[config.mk]
export PLATFORM = sky130hd
export DESIGN_NAME = score_keeper
export DESIGN_NICKNAME = d
export VERILOG_FILES = /design/src/rtl/score_pkg.sv /design/src/rtl/bcd2_counter.sv /design/src/rtl/score_keeper.sv
export SDC_FILE = /design/constraint.sdc
export NUM_CORES = 1
export LEC_CHECK = 0
export ABC_AREA = 1
export CORE_MARGIN = 8
export CORE_UTILIZATION = 49
export DETAILED_ROUTE_END_ITERATION = 8
export PLACE_DENSITY = 0.79
export REMOVE_ABC_BUFFERS = 1
export SETUP_SLACK_MARGIN = 0.3
export SLEW_MARGIN = 40
export SYNTH_ARGS = -nofsm -noshare
export SYNTH_HDL_FRONTEND = slang
export SYNTH_SLANG_ARGS = --single-unit
[constraint.sdc]
create_clock -name clk_1k -period 1.7 [get_ports clk_1k]
set_input_delay 0.255 -clock clk_1k [delete_from_list [all_inputs] [get_ports clk_1k]]
set_output_delay 0.255 -clock clk_1k [all_outputs]
set_load 0.1 [all_outputs]
[src/rtl/score_pkg.sv]
// Shared types and constants for the score keeper: FSM encoding, BCD limits
// and an integer-to-packed-BCD helper.
package score_pkg;

    typedef enum logic [1:0] {
        ST_IDLE = 2'd0,
        ST_PLAY = 2'd1,
        ST_OVER = 2'd2
    } state_e;

    localparam logic [7:0] BCD_ZERO = 8'h00;
    localparam logic [7:0] BCD_MAX  = 8'h99;

    // Values above 99 wrap modulo 100; callers keep the argument in 0..99.
    function automatic logic [7:0] to_bcd(input int unsigned val);
        int unsigned tens;
        int unsigned ones;
        tens = (val / 10) % 10;
        ones = val % 10;
        return {tens[3:0], ones[3:0]};
    endfunction

endpackage

[src/rtl/bcd2_counter.sv]
// Two-digit packed BCD register with load, saturating increment at 99 and
// flooring decrement at 00. Increment and decrement together hold the value.
module bcd2_counter
    import score_pkg::*;
#(
    parameter logic [7:0] RST_VAL = BCD_ZERO
) (
    input  logic       clk_i,
    input  logic       rst_i,
    input  logic       load_i,
    input  logic [7:0] load_val_i,
    input  logic       inc_i,
    input  logic       dec_i,
    output logic [7:0] value_o
);

    logic [7:0] value_q, value_d;
    logic [3:0] tens, ones;

    assign tens    = value_q[7:4];
    assign ones    = value_q[3:0];
    assign value_o = value_q;

    always_comb begin
        value_d = value_q;
        if (load_i) begin
            value_d = load_val_i;
        end else if (inc_i && !dec_i) begin
            if (value_q != BCD_MAX) begin
                if (ones == 4'd9) value_d = {tens + 4'd1, 4'd0};
                else              value_d = {tens, ones + 4'd1};
            end
        end else if (dec_i && !inc_i) begin
            if (value_q != BCD_ZERO) begin
                if (ones == 4'd0) value_d = {tens - 4'd1, 4'd9};
                else              value_d = {tens, ones - 4'd1};
            end
        end
    end

    always_ff @(posedge clk_i) begin
        if (rst_i) value_q <= RST_VAL;
        else       value_q <= value_d;
    end

endmodule

[src/rtl/score_keeper.sv]
// Timed game-round controller: BCD score, BCD countdown and session high
// score, all registered for the 7-segment display stage.
module score_keeper
    import score_pkg::*;
#(
    parameter int unsigned TICKS_PER_SEC = 1000,
    parameter int unsigned ROUND_SECS    = 30
) (
    input  logic       clk_1k,
    input  logic       rst,
    input  logic       start,
    input  logic       hit,
    input  logic       miss,
    output logic [7:0] score,
    output logic [7:0] time_left,
    output logic [7:0] high_score,
    output logic       playing,
    output logic       game_over,
    output logic       new_high
);

    localparam int unsigned    PW         = $clog2(TICKS_PER_SEC);
    localparam logic [PW-1:0]  PRESC_LAST = PW'(TICKS_PER_SEC - 1);
    localparam logic [7:0]     ROUND_BCD  = to_bcd(ROUND_SECS);

    state_e        state_q, state_d;
    logic [PW-1:0] presc_q, presc_d;
    logic [7:0]    high_q, high_d;
    logic          over_first_q, over_first_d;
    logic          new_high_q, new_high_d;
    logic          playing_q, playing_d;
    logic          game_over_q, game_over_d;

    logic round_go, in_play, wrap, timeout;

    assign in_play  = (state_q == ST_PLAY);
    assign round_go = start && !in_play;
    assign wrap     = in_play && (presc_q == PRESC_LAST);
    assign timeout  = wrap && (time_left == 8'h01);

    bcd2_counter #(
        .RST_VAL (BCD_ZERO)
    ) u_score (
        .clk_i      (clk_1k),
        .rst_i      (rst),
        .load_i     (round_go),
        .load_val_i (BCD_ZERO),
        .inc_i      (hit && in_play),
        .dec_i      (miss && in_play),
        .value_o    (score)
    );

    bcd2_counter #(
        .RST_VAL (ROUND_BCD)
    ) u_timer (
        .clk_i      (clk_1k),
        .rst_i      (rst),
        .load_i     (round_go),
        .load_val_i (ROUND_BCD),
        .inc_i      (1'b0),
        .dec_i      (wrap),
        .value_o    (time_left)
    );

    always_ff @(posedge clk_1k) begin
        if (rst) state_q <= ST_IDLE;
        else     state_q <= state_d;
    end

    always_comb begin
        state_d = state_q;
        unique case (state_q)
            ST_IDLE: if (start)   state_d = ST_PLAY;
            ST_PLAY: if (timeout) state_d = ST_OVER;
            ST_OVER: if (start)   state_d = ST_PLAY;
            default:              state_d = ST_IDLE;
        endcase
    end

    always_comb begin
        playing_d    = (state_d == ST_PLAY);
        game_over_d  = (state_d == ST_OVER);
        over_first_d = (state_d == ST_OVER) && (state_q != ST_OVER);
        // Compare one cycle after entering OVER so a hit on the final edge counts.
        new_high_d   = over_first_q && (score > high_q);
        high_d       = new_high_d ? score : high_q;
        presc_d      = presc_q;
        if (round_go)     presc_d = '0;
        else if (wrap)    presc_d = '0;
        else if (in_play) presc_d = presc_q + 1'b1;
    end

    always_ff @(posedge clk_1k) begin
        if (rst) begin
            presc_q      <= '0;
            high_q       <= BCD_ZERO;
            over_first_q <= 1'b0;
            new_high_q   <= 1'b0;
            playing_q    <= 1'b0;
            game_over_q  <= 1'b0;
        end else begin
            presc_q      <= presc_d;
            high_q       <= high_d;
            over_first_q <= over_first_d;
            new_high_q   <= new_high_d;
            playing_q    <= playing_d;
            game_over_q  <= game_over_d;
        end
    end

    assign high_score = high_q;
    assign new_high   = new_high_q;
    assign playing    = playing_q;
    assign game_over  = game_over_q;

endmodule

==> flow_metrics.env <==
export IMPL_holdWs_ps=494
export IMPL_drt_vias_per_instance=5.60
export IMPL_grt_total_usage_pct=19.1
export IMPL_layout_worst_path_cycle_share_pct=99.6
export IMPL_p_per_area_nw_per_um2=611
export IMPL_wl_um=8270
export IMPL_grt_pass1_wl_um=11400
export IMPL_largest_net_degree_at_the_start_of_global_routing=18
export IMPL_leftover_overflow_at_the_end_of_global_routing=0
export IMPL_buffer_and_inverter_count_on_the_worst_path=2
export IMPL_vdd_ir_drop_worst_mv=0.539
export IMPL_postSynth_topFlopCell="dfxtp_1"
export IMPL_placeableCoreArea_sq_um=4660
export IMPL_first_pass_iters=5
export IMPL_report_final_slew_viol_count=0
export IMPL_path_cells="inv_2 > nor2_4 > nand2_2 > ha_4 > inv_4 > nand3_4 > nand2_4 > nand4_1 > nor2_1 > nor2_1"
export IMPL_cp_data_arrival_time_ps=1880
export IMPL_die_width_um=85.1
export IMPL_clk_pin_slew_ps=80
export IMPL_finalCriticalPeriod_ps=1690
export IMPL_synth_distinct_cells=27
export IMPL_crit_path_end_kind="flop"
export IMPL_max_slew_worst_pin_slew_ps=311
export IMPL_worst_setup_path_type="flop to flop"
export IMPL_dominant_cell_by_count_in_the_synthesized_netlist="nand2_1"
export IMPL_post_synthesis_sequential_element_count=40
export IMPL_timing_critical_path_max_delay_family="simple AND/OR/NAND/NOR gates"
export IMPL_max_stage_delay_on_crit_path_ps=370
export IMPL_hold_path_class="flop to flop"
export IMPL_worst_ep_required_time_ps=1890
export IMPL_clkSinkCount=40
export IMPL_synth_area_sq_um=2340
export IMPL_synth_seq_area_share_pct=34.3
export IMPL_htree_num_levels=2
export IMPL_dieHeight_um=85.1
export IMPL_fmax_ghz=0.591
export IMPL_io_buffer_count=31
export IMPL_synth_top_cells_by_count="nand2_1 (77), nor2_1 (55), inv_1 (44)"
export IMPL_grt_setup_unrepaired="true"
export IMPL_max_slew_margin_rel_pct=79.1
export IMPL_edff_count_synth=0
export IMPL_n_antenna_cell=0
export IMPL_clock_skew_ps=6.96
export IMPL_max_cap_violations=0
export IMPL_final_net_count=450
export IMPL_area_delta_synth_final_pct=66.5
export IMPL_place_detailed_hpwl_um=4750
export IMPL_yosys_top_cells_area="dfxtp_1 (34%), nand2_1 (12%), nor2_1 (8.8%)"
export IMPL_post_drt_wl_per_cell_um=17.1
export IMPL_finish_utilization_pct=83.5
export IMPL_first_iter_violations=229
export IMPL_result_of_the_run="finished, final reports clean"
export IMPL_root_buffer="clkbuf_8"
export IMPL_synthesis_instances=354
export IMPL_cts_hold_repair_buffers=0
export IMPL_maximum_net_fanout_on_the_critical_path=5
export IMPL_vias=2710
export IMPL_start_util_pct=50.1
export IMPL_clkLatencyLatePin_ps=310
export IMPL_cts_tree="built"
export IMPL_number_of_antenna_violations_at_the_first_check_in_global_routing=0
export IMPL_final_layout_size_suffix_gt1_share_pct=42.8
export IMPL_synth_yosys_warnings=0
export IMPL_routabilityCongestion=0.899
export IMPL_final_hold_violation_count=0
export IMPL_fp_row_count=25
export IMPL_synth_largest_type_area_fraction_pct=34.3
export IMPL_timing_critical_path_mode_cell="nor2_1"
export IMPL_static_leakage_nw=1.60
export IMPL_finalSetupViolCount=0
export IMPL_cts_inserted_buffers=5
export IMPL_cts_buffer_depth=2
export IMPL_final_fill_count=239
export IMPL_critPathSlowestCell="dfxtp_2"
export IMPL_boundaryPins=32
export IMPL_synth_async_reset_ratio_pct=0
export IMPL_yosys_area_top_type="dfxtp_1"
export IMPL_floorplan_die_area_sq_um=7240
export IMPL_cp_start_kind="flop"
export IMPL_dpl_instance_area_sq_um=3210
export IMPL_first_global_vias=2644
export IMPL_syn_mean_instance_area_sq_um=6.60
export IMPL_drt_antenna_violating_nets=0
export IMPL_detail_route_drc_violations=0
export IMPL_layout_cell_area_non_filler_sq_um=3890
==> timing repair <==
| item | 4_1_cts | 5_1_grt |
|---|---|---|
| gates resized for setup | 53 | 79 |
| setup buffers | 3 | 5 |
| gates cloned | 0 | 2 |
| pin swaps | 13 | 24 |
| endpoints found under the setup margin | 33 | 35 |
==> per-stage QoR <==
stage | setup slack, ps | power, W | setup TNS, ps | std cells
floorplan | -716 | 0.00127 | -14460 | 350
global placement | -182 | 0.00145 | -1130 | 466
global route | -97.0 | 0.00245 | -246 | 484
detailed placement | -274 | 0.00147 | -1910 | 466
CTS | 152 | 0.00220 | 0 | 477
finish | 7.28 | 0.00238 | 0 | 484
==> sequential cells by signal, summed over array words and instances, names as in the netlist <==
register,cells
presc_q,10
high_score,8
u_score.value_o,8
u_timer.value_o,8
state_q,2
game_over,1
new_high,1
over_first_q,1
playing,1
==> kinds of logic (layout without fill, tap and decap cells) <==
kind of cell,after synthesis,count (layout),synth area share [%]
simple gates,182,182,33.7
fa+ha+maj,16,16,8.57
xor+xnor,6,6,2.25
compound gates,51,51,11.5
buf+inv,59,135,9.69
flops,40,40,34.3
==> metal layers <==
metal / track usage [%] / vias to the layer above / share of wire, %
met5: 0 / - / 0
met4: 7.93 / 0 / 3.7
met3: 5.60 / 34 / 5.1
met2: 36.8 / 112 / 54
met1: 18.2 / 1277 / 37
li1: - / 1287 / -
==> area by class of cell <==
type                    count  area [sq um]  area share, %
clock buffers               6          82.6           2.12
clock inverters             2          15.0          0.386
inverters                  55           218           5.59
multi-input cells         255          1720           44.1
flip-flops and latches     40           831           21.3
well taps                  54          67.6           1.74
repair buffers             72           962           24.7
==> worst reg2reg max path: stages, from the launching register on <==
cell and delay, ps:
dfxtp_2 370, inv_2 60, nor2_4 110, nand2_2 90, ha_4 190, inv_4 80
nand3_4 100, nand2_4 80, nand4_1 170, nor2_1 230, nor2_1 80
==> where the power goes <==
group	internal, W	total [W]	switching (W)
logic	0.000305	0.000722	0.000417
registers	0.000946	0.000962	0.0000167
clock network	0.000329	0.000693	0.000364
total	0.00158	0.00238	0.000798
==> worst paths after layout <==
kind                                 from                         endpoint  slack, ps  cells past startpoint
hold / removal    presc_q[1]$_SDFFE_PP0N_          presc_q[1]$_SDFFE_PP0N_        490                      2
hold reg to reg   presc_q[1]$_SDFFE_PP0N_          presc_q[1]$_SDFFE_PP0N_        490                      2
setup reg to reg    state_q[0]$_SDFF_PP0_  u_score.value_o[7]$_SDFFE_PP0P_          7                     10
setup / recovery    state_q[0]$_SDFF_PP0_  u_score.value_o[7]$_SDFFE_PP0P_          7                     10
==> cells in the final DEF (no fill, tap or decap), types with 11 or more instances in the layout <==
cell     count
o21ai_0     11
dfxtp_1     24
a21oi_1     20
nand2_2     13
buf_4       32
inv_1       35
nor2_4      11
nand2_1     63
nor2_1      38
inv_2       15
buf_12      28
dfxtp_2     12
nand3_1     19
Note: power is estimated with default switching activity, not from simulation.
